### src/rtl/clock_pkg.sv
// Shared encodings for the clock chip: edit-status codes used by the timekeeping
// core and the 7-segment glyph table used by the display scanner.
package clock_pkg;

    typedef enum logic [2:0] {
        STATUS_SHOW_TIME   = 3'd0,
        STATUS_SHOW_HOUR   = 3'd1,
        STATUS_SHOW_MINUTE = 3'd2,
        STATUS_SHOW_MONTH  = 3'd3,
        STATUS_SHOW_DAY    = 3'd4
    } status_e;

    typedef enum logic [1:0] {
        CONV_LOAD,
        CONV_RUN,
        CONV_COMMIT,
        CONV_IDLE
    } conv_state_e;

    // Segment order {g,f,e,d,c,b,a}, active-high.
    localparam logic [6:0] SEG_DIGIT [0:9] = '{
        7'h3F, 7'h06, 7'h5B, 7'h4F, 7'h66,
        7'h6D, 7'h7D, 7'h07, 7'h7F, 7'h6F
    };
    localparam logic [6:0] SEG_DASH  = 7'h40;
    localparam logic [6:0] SEG_BLANK = 7'h00;

    function automatic logic [6:0] seg_of(input logic [3:0] d);
        return (d <= 4'd9) ? SEG_DIGIT[d] : SEG_BLANK;
    endfunction

endpackage

### src/rtl/clock_display_scan_bcd.sv
// Sequential binary-to-BCD converter for a 6-bit field: subtracts 10 once per
// clock until the remainder is a single digit.
module bin_to_bcd_seq (
    input  logic       clock,
    input  logic       reset,
    input  logic       start,
    input  logic [5:0] bin,
    output logic [2:0] tens,
    output logic [3:0] ones,
    output logic       done
);

    logic [5:0] r_rem;
    logic [2:0] r_tens;

    always_ff @(posedge clock or negedge reset) begin
        if (!reset) begin
            r_rem  <= '0;
            r_tens <= '0;
        end else if (start) begin
            r_rem  <= bin;
            r_tens <= '0;
        end else if (r_rem >= 6'd10) begin
            r_rem  <= r_rem - 6'd10;
            r_tens <= r_tens + 3'd1;
        end
    end

    assign tens = r_tens;
    assign ones = r_rem[3:0];
    assign done = (r_rem < 6'd10);

endmodule

### src/rtl/clock_display_scan.sv
// 4-digit multiplexed 7-segment scanner: snapshots a field pair once per frame,
// converts it to BCD, and drives segments/digit enables with edit-field blinking.
module clock_display_scan
    import clock_pkg::*;
#(
    parameter int SCAN_DIV   = 32,
    parameter int BLINK_DIV  = 16384,
    parameter bit ACTIVE_LOW = 1'b0
) (
    input  logic       clock,
    input  logic       reset,
    input  logic [4:0] hour,
    input  logic [5:0] minute,
    input  logic [3:0] month,
    input  logic [4:0] day,
    input  logic [2:0] status,
    output logic [6:0] seg,
    output logic       dp,
    output logic [3:0] digit_en
);

    localparam int SW = (SCAN_DIV > 1) ? $clog2(SCAN_DIV) : 1;
    localparam int BW = (BLINK_DIV > 1) ? $clog2(BLINK_DIV) : 1;
    localparam logic [SW-1:0] SCAN_LAST  = SW'(SCAN_DIV - 1);
    localparam logic [BW-1:0] BLINK_LAST = BW'(BLINK_DIV - 1);

    logic [SW-1:0] r_scan_cnt;
    logic [1:0]    r_idx;
    logic [BW-1:0] r_blink_cnt;
    logic          r_blink_phase;
    logic [2:0]    r_status_q;

    conv_state_e   r_state;
    conv_state_e   w_next_state;
    logic          w_start;
    logic          w_commit;
    logic [2:0]    r_snap_status;

    logic          r_valid;
    logic [2:0]    r_disp_status;
    logic [2:0]    r_disp_lt;
    logic [3:0]    r_disp_lo;
    logic [2:0]    r_disp_rt;
    logic [3:0]    r_disp_ro;

    logic          w_scan_wrap;
    logic          w_frame_start;
    logic          w_status_chg;
    logic          w_date;
    logic [5:0]    w_left_bin;
    logic [5:0]    w_right_bin;
    logic [2:0]    w_lt;
    logic [3:0]    w_lo;
    logic [2:0]    w_rt;
    logic [3:0]    w_ro;
    logic          w_left_done;
    logic          w_right_done;

    logic [3:0]    w_digit;
    logic          w_blink_grp;
    logic [6:0]    w_seg;
    logic          w_dp;
    logic [3:0]    w_en;

    assign w_scan_wrap   = (r_scan_cnt == SCAN_LAST);
    assign w_frame_start = w_scan_wrap && (r_idx == 2'd3);
    assign w_status_chg  = (status != r_status_q);

    always_ff @(posedge clock or negedge reset) begin
        if (!reset) begin
            r_scan_cnt <= '0;
            r_idx      <= '0;
        end else if (w_scan_wrap) begin
            r_scan_cnt <= '0;
            r_idx      <= r_idx + 2'd1;
        end else begin
            r_scan_cnt <= r_scan_cnt + 1'b1;
        end
    end

    // A status change restarts the blink in its visible half so the newly
    // selected field shows up at once.
    always_ff @(posedge clock or negedge reset) begin
        if (!reset) begin
            r_blink_cnt   <= '0;
            r_blink_phase <= 1'b1;
            r_status_q    <= '0;
        end else begin
            r_status_q <= status;
            if (w_status_chg) begin
                r_blink_cnt   <= '0;
                r_blink_phase <= 1'b1;
            end else if (r_blink_cnt == BLINK_LAST) begin
                r_blink_cnt   <= '0;
                r_blink_phase <= ~r_blink_phase;
            end else begin
                r_blink_cnt <= r_blink_cnt + 1'b1;
            end
        end
    end

    assign w_date      = (status == STATUS_SHOW_MONTH) || (status == STATUS_SHOW_DAY);
    assign w_left_bin  = w_date ? {2'b00, month} : {1'b0, hour};
    assign w_right_bin = w_date ? {1'b0, day}    : minute;

    bin_to_bcd_seq u_left (
        .clock (clock),
        .reset (reset),
        .start (w_start),
        .bin   (w_left_bin),
        .tens  (w_lt),
        .ones  (w_lo),
        .done  (w_left_done)
    );

    bin_to_bcd_seq u_right (
        .clock (clock),
        .reset (reset),
        .start (w_start),
        .bin   (w_right_bin),
        .tens  (w_rt),
        .ones  (w_ro),
        .done  (w_right_done)
    );

    always_ff @(posedge clock or negedge reset) begin
        if (!reset) begin
            r_state <= CONV_LOAD;
        end else begin
            r_state <= w_next_state;
        end
    end

    always_comb begin
        w_next_state = r_state;
        w_start      = 1'b0;
        w_commit     = 1'b0;
        case (r_state)
            CONV_LOAD: begin
                w_start      = 1'b1;
                w_next_state = CONV_RUN;
            end
            CONV_RUN: begin
                if (w_left_done && w_right_done) w_next_state = CONV_COMMIT;
            end
            CONV_COMMIT: begin
                w_commit     = 1'b1;
                w_next_state = CONV_IDLE;
            end
            default: ;
        endcase
        if (w_frame_start) w_next_state = CONV_LOAD;
    end

    // Displayed digits only move at COMMIT, so a field pair is never torn.
    always_ff @(posedge clock or negedge reset) begin
        if (!reset) begin
            r_snap_status <= '0;
            r_valid       <= 1'b0;
            r_disp_status <= '0;
            r_disp_lt     <= '0;
            r_disp_lo     <= '0;
            r_disp_rt     <= '0;
            r_disp_ro     <= '0;
        end else begin
            if (w_start) r_snap_status <= status;
            if (w_commit) begin
                r_valid       <= 1'b1;
                r_disp_status <= r_snap_status;
                r_disp_lt     <= w_lt;
                r_disp_lo     <= w_lo;
                r_disp_rt     <= w_rt;
                r_disp_ro     <= w_ro;
            end
        end
    end

    always_comb begin
        w_digit     = '0;
        w_blink_grp = 1'b0;
        w_seg       = SEG_BLANK;
        w_dp        = 1'b0;
        w_en        = '0;
        case (r_idx)
            2'd0:    w_digit = {1'b0, r_disp_lt};
            2'd1:    w_digit = r_disp_lo;
            2'd2:    w_digit = {1'b0, r_disp_rt};
            default: w_digit = r_disp_ro;
        endcase
        case (r_disp_status)
            STATUS_SHOW_TIME: begin
                w_dp = (r_idx == 2'd1) && r_blink_phase;
            end
            STATUS_SHOW_HOUR, STATUS_SHOW_MONTH: begin
                w_blink_grp = ~r_idx[1];
                w_dp        = (r_idx == 2'd1);
            end
            STATUS_SHOW_MINUTE, STATUS_SHOW_DAY: begin
                w_blink_grp = r_idx[1];
                w_dp        = (r_idx == 2'd1);
            end
            default: ;
        endcase
        if (r_disp_status > 3'd4) begin
            w_seg = SEG_DASH;
            w_dp  = 1'b0;
        end else if (w_blink_grp && !r_blink_phase) begin
            w_seg = SEG_BLANK;
        end else begin
            w_seg = seg_of(w_digit);
        end
        if (!r_valid) begin
            w_seg = SEG_BLANK;
            w_dp  = 1'b0;
        end
        // Slot's first cycle keeps all digits off to hide segment ghosting.
        if (r_valid && (r_scan_cnt != '0)) w_en = 4'b1000 >> r_idx;
    end

    always_ff @(posedge clock or negedge reset) begin
        if (!reset) begin
            seg      <= {7{ACTIVE_LOW}};
            dp       <= ACTIVE_LOW;
            digit_en <= {4{ACTIVE_LOW}};
        end else begin
            seg      <= w_seg ^ {7{ACTIVE_LOW}};
            dp       <= w_dp ^ ACTIVE_LOW;
            digit_en <= w_en ^ {4{ACTIVE_LOW}};
        end
    end

endmodule

### config.mk
export PLATFORM = sky130hd
export DESIGN_NAME = clock_display_scan
export DESIGN_NICKNAME = d
export VERILOG_FILES = /design/src/rtl/clock_pkg.sv /design/src/rtl/clock_display_scan_bcd.sv /design/src/rtl/clock_display_scan.sv
export SDC_FILE = /design/constraint.sdc
export NUM_CORES = 1
export LEC_CHECK = 0
export ABC_CLOCK_PERIOD_IN_PS = 2940
export BUFFER_PORTS_ARGS = -buffer_cell sky130_fd_sc_hd__buf_4
export CAP_MARGIN = 20
export CORE_MARGIN = 2
export CORE_UTILIZATION = 30
export CTS_BUF_LIST = sky130_fd_sc_hd__clkbuf_4
export DETAILED_ROUTE_END_ITERATION = 7
export PLACE_DENSITY = 0.42
export SLEW_MARGIN = 15
export SYNTH_ARGS = -nofsm -noshare
export SYNTH_HDL_FRONTEND = slang
export SYNTH_SLANG_ARGS = --single-unit
export TNS_END_PERCENT = 30
### constraint.sdc
create_clock -name clock -period 2.94 [get_ports clock]
set_clock_uncertainty 0.15 [all_clocks]
set_input_delay 0.147 -clock clock [delete_from_list [all_inputs] [get_ports clock]]
set_output_delay 0.147 -clock clock [all_outputs]
set_load 0.05 [all_outputs]
# Word-level counts from Yosys, hierarchy flattened
# Memory sizes are Yosys's and may differ from the RTL's.
# Cells that the tools add are included.
# op_classes
n_reduce_logical	19
n_mux	32
shifts	1
addsub	7
mul	0
order_cmp	7
bitwise_logic	3
n_eq_ne	15
div_mod_pow	0
# op_table
cell	n
7-bit 2-to-1 mux	6
6-bit 2-to-1 mux	5
14-bit 2-to-1 mux	2
14-bit by 1-bit adder with 14-bit output, second input constant	1
14-bit equality test, second input constant	1
6-bit by 4-bit greater-or-equal comparator with 1-bit output, second input constant	2
6-bit by 4-bit less-than comparator with 1-bit output, second input constant	2
3-bit 2-to-1 mux	4
4-bit case mux with 3 select lines	1
6-bit by 4-bit subtractor with 6-bit output, second input constant	2
5-bit 2-to-1 mux	2
3-bit by 2-bit equality test with 1-bit output, second input constant	3
3-bit by 1-bit adder with 3-bit output, second input constant	2
2-bit equality test, second input constant	3
3-bit equality test, second input constant	2
1-bit 2-to-1 mux	6
2-bit case mux with 3 select lines	1
2-bit nonzero test	3
5-bit by 1-bit adder with 5-bit output, second input constant	1
5-bit equality test, second input constant	1
5-bit greater-or-equal comparator, second input constant	1
1-bit logical AND	5
4-bit NOT with 5-bit output	1
5-bit nonzero test	1
other kinds (20)	26
# totals
elab_cells	105
memories	1
inputBits	25
latch_bits	0
out_inout_bits	12
mem_bits_rw	0
rom_bits	112
regBits	78
# mem_list
memory	words	width	rd	rd_clocked_by_memory_dff	wr	line	rtl
(no name shown)	16	7	1	0	0	clock_pkg.sv:29	return (d <= 4'd9) ? SEG_DIGIT[d] : SEG_BLANK;

# Logic depth before layout (Yosys ltp)
# logic_depth
depth_word	10
depth_mapped	9

# Cells and area by module
# Synthesis repeated with hierarchy kept, for this count alone.
# hier_totals
hier_cells	370
hier_area_um2	3950.0
# modules_own_cells
mod	area_per_inst_um2	cells_per_inst	instances
clock_display_scan	2879.0	254	1
bin_to_bcd_seq	535.5	58	2

# Worst setup path after synthesis
# No wires, ideal clock.
# synth_path
kind	reg-to-reg
from	reg r_idx[1]
to	reg seg[0]
path_buffers	0
t_arrival_ps	2003
path_stages_with_launch	9
path_slack_ps	667
required_time_ps	2670
synth_period_minus_slack_ps	2273
path_cell_list	dfrtp_1 inv_1 ha_1 a222oi_1 mux2i_2 inv_1 ha_1 mux2_1 and3_1
# synth_between
elab_chain_len	10
word_cells_on_any_way	16
# synth_lines
item	line	rtl
from (decl)	clock_display_scan.sv:28	logic [1:0] r_idx;
from (signal assigned)	clock_display_scan.sv:75	r_idx <= r_idx + 2'd1;
2-bit equality test, or another cell as far along	clock_display_scan.sv:184	case (r_idx)
4-bit case mux with 3 select lines	clock_display_scan.sv:184	
4-bit NOT with 5-bit output (not written as such)	clock_pkg.sv:29	
memory read 16 x 7 bit	--	
7-bit 2-to-1 mux (not written as such) (2 in series)	clock_pkg.sv:29	
7-bit 2-to-1 mux	clock_pkg.sv:29	
7-bit 2-to-1 mux *	clock_display_scan.sv:207	end else if (w_blink_grp && !r_blink_phase) begin
7-bit 2-to-1 mux *	clock_display_scan.sv:204	if (r_disp_status > 3'd4) begin
7-bit 2-to-1 mux *	clock_display_scan.sv:212	if (!r_valid) begin
net w_seg[0]	clock_display_scan.sv:61	logic [6:0] w_seg;
to (signal assigned)	clock_display_scan.sv:222	seg <= {7{ACTIVE_LOW}};
to (signal assigned)	clock_display_scan.sv:226	seg <= w_seg ^ {7{ACTIVE_LOW}};
to (decl)	clock_display_scan.sv:17	output logic [6:0] seg,
# Mark *: on every way through the listed nets, which the timed path passes. The rest lies on a longest branch. The select of a mux whose other input is x is not followed.
# A chain may end at the register's enable or synchronous reset.

# Worst setup path in the final report
# Ends and elaborated chain as after synthesis.

==> results.cfg <==
[detailed_routing]
via_per_inst = 4.41
first_pass_iters = 4
vias = 2576
drtIter0Drc = 86
drc = 0
postRouteAntennaNets = 0
wire_per_inst_um = 13.0
finalWirelength_um = 7610

[hold_path]
hold_path.class = input port to register

[sta]
rsz0062_at_grt = false
tightest_slew_ns = 0.684
fin_crit_ns = 2.64
period_share = 0.897
clock.fmax_mhz = 379
finalHoldViolCount = 0
tns_ns = 0
max-slew-margin-rel = 0.544
setup_violations = 0
slew_violations = 0

[status]
status = completed

[synth]
synthCells = 344
synth_seq_area_share = 0.523
dominantRegCellSynth = dfrtp_1
yosys.area.top_type = dfrtp_1
syn-num-nets = 387
ys_types = 48
avgSynthCellArea_um2 = 10.9
synth_area_leaders = dfrtp_1, ha_1, mux2_2, nor2_1, mux2i_1
synth_edf_count = 0
async_reset_ff_frac = 1.00
ys_warn_count = 0
yosysMostFrequentCell = dfrtp_1
ys_ff_latch = 78
synth_top_area_share = 0.516
synth_area_um2 = 3740
synthTopCellsByCount = dfrtp_1, nor2_1, nand2_1

[pwr]
power_frac_comb = 0.418
p_int_w = 0.00241
power_w = 0.00396
clkPwrFrac = 0.159
cellPowerDensity_nw_per_um2 = 860
p_sw_w = 0.00155
power_frac_seq = 0.423
ir_drop_mv = 0.268
netSwitchingFraction = 0.392
leakage_nw = 2.05

[critical_path]
r2r_slack_ns = 0.30
crit_type = register to register
timing.critical_path.from = r_idx[1]$_DFFE_PN0P_
r2r-end = seg[0]$_DFF_PN0_
end_kind = register
crit_fanout = 7
reg2reg_from = r_idx[1]$_DFFE_PN0P_
arrival_ns = 2.84
start_kind = register
crit_required_ns = 3.14
reg2reg_depth = 8
crit_end = seg[0]$_DFF_PN0_

[clock_tree]
clockRootBuffer = clkbuf_4
path_clk_slew_ns = 0.13
cts_tree = yes
post_cts_resized = 0
cts_buffer_depth = 2
clk_latency_ns = 0.46
htreeDepth = 3
cts_buffers = 9
clock-sinks = 78

[finish]
n_antenna_cell = 0
fin_nets = 454
fillers = 1228
area_growth_pct = 23.2
drive_above_1_share = 0.190

[grt]
grt.total_usage = 0.126
grt_pass1_vias = 2618
grt_antenna_before_repair = 0
grt_max_degree = 79
grt_overflow = 0
grt_pass1_wl_um = 12900

[die]
die_h_um = 116
ioPinCount = 37
core_um2 = 12100
fp.dieW_um = 116
rows = 40
initial_utilization = 0.310
die-area_um2 = 13400

[placed_design]
place_congestion = 0.751
port_buffers = 36
dp_hpwl_um = 5120

[flow_run]
drv_cap = 0
## repair_timing
item,in CTS,in global routing
buffers inserted,0,0
hold endpoints to repair,98,18
hold buffers,24,1
endpoints found under the setup margin,0,0
## critical path, stage by stage, from the launching register on
cell and delay [ns]:
dfrtp_1 0.45, inv_1 0.10, ha_1 0.26, a222oi_1 0.46
mux2i_2 0.21, inv_1 0.13, ha_1 0.25, mux2_1 0.33
and3_1 0.17
## how the worst min path moves through the flow
stage	start	end	slack (ns)	depth (start not counted)
final	status[0]	r_status_q[0]$_DFF_PN0_	0.23	2
after global routing	status[0]	r_status_q[0]$_DFF_PN0_	0.19	2
after CTS	status[0]	r_status_q[0]$_DFF_PN0_	0.18	2
after detailed placement	status[0]	r_status_q[0]$_DFF_PN0_	0.15	1
after global placement	status[0]	r_status_q[0]$_DFF_PN0_	0.15	1
after floorplan	reset	digit_en[0]$_DFF_PN0_	-0.30	0
## metal layers
layer / part of all wire / up-vias / GRT usage / wire length [um]
met4: 0.021 / 0 / 0.0498 / 157
met2: 0.45 / 38 / 0.196 / 3450
met5: 0 / - / 0 / 0
met1: 0.49 / 1216 / 0.160 / 3710
met3: 0.038 / 11 / 0.0476 / 288
li1: - / 1311 / - / -
## stage by stage
step	setup slack, ns	instance area, um2	hold slack, ns	std cells	utilization
global route	0.187	4600	0.195	584	0.382
CTS	0.302	4560	0.185	582	0.378
floorplan	0.667	3740	-0.299	344	-
detailed placement	0.344	4200	0.149	542	0.348
global placement	0.517	4200	0.146	542	0.348
finish	0.302	4600	0.230	584	0.382
## area by class of cell
cell class                 instances  area [um2]  area share
multi-input combinational        238        1670       0.363
sequential                        78        1950       0.424
inverter                          19        71.3      0.0155
clock buffer                      10        75.1      0.0163
timing repair buffer              65         571       0.124
clock inverter                     6        52.6      0.0114
tap                              168         210      0.0457
## power groups by stage
stage          Clock (W)  Combinational (W)  Sequential, W
6_report        0.000628            0.00166        0.00167
5_1_grt         0.000713            0.00189        0.00172
4_1_cts         0.000670            0.00167        0.00168
3_5_place_dp           0            0.00162        0.00170
3_3_place_gp           0            0.00161        0.00170
2_1_floorplan          0            0.00109        0.00180
## logic make-up after synthesis
group	share of synthesized area
and+or+nand+nor	0.133
DFF	0.523
AOI/OAI and AO/OA	0.0911
muxes	0.0964
xor gates and xnor gates	0.0656
buffers and inverters	0.0308
adders and majority gates	0.0603
## placed cells by master (no fill, tap or decap), types with 2 or more instances in the layout
cell and instances:
buf_4 39, nand3_1 9, mux2_2 17, o21a_1 2, o21ai_0 8, xnor2_1 14
xor2_1 14, and3_1 5, and2_1 6, a222oi_1 2, nor3_1 4, clkbuf_4 10
nand4_1 3, nor2_1 37, a211oi_1 2, dlygate4sd3_1 25, nor3b_1 2, mux2i_1 13
ha_1 18, a21oi_1 20, a31oi_1 4, a22oi_1 2, inv_1 19, nand2_1 32
clkinv_1 4, dfrtp_1 77, o22ai_1 2, mux2i_2 2
## sequential cells by signal, indices dropped and copies added (netlist names), 2 cells and up
| register | count |
|---|---|
| r_idx | 2 |
| r_status_q | 3 |
| r_snap_status | 3 |
| r_blink_cnt | 14 |
| r_disp_ro | 4 |
| seg | 7 |
| u_right.r_rem | 6 |
| u_right.tens | 3 |
| r_disp_lo | 4 |
| r_disp_lt | 3 |
| u_left.r_rem | 6 |
| r_scan_cnt | 5 |
| r_state | 2 |
| digit_en | 4 |
| r_disp_rt | 3 |
| r_disp_status | 3 |
| u_left.tens | 3 |
Note: power is estimated with default switching activity, not from simulation.
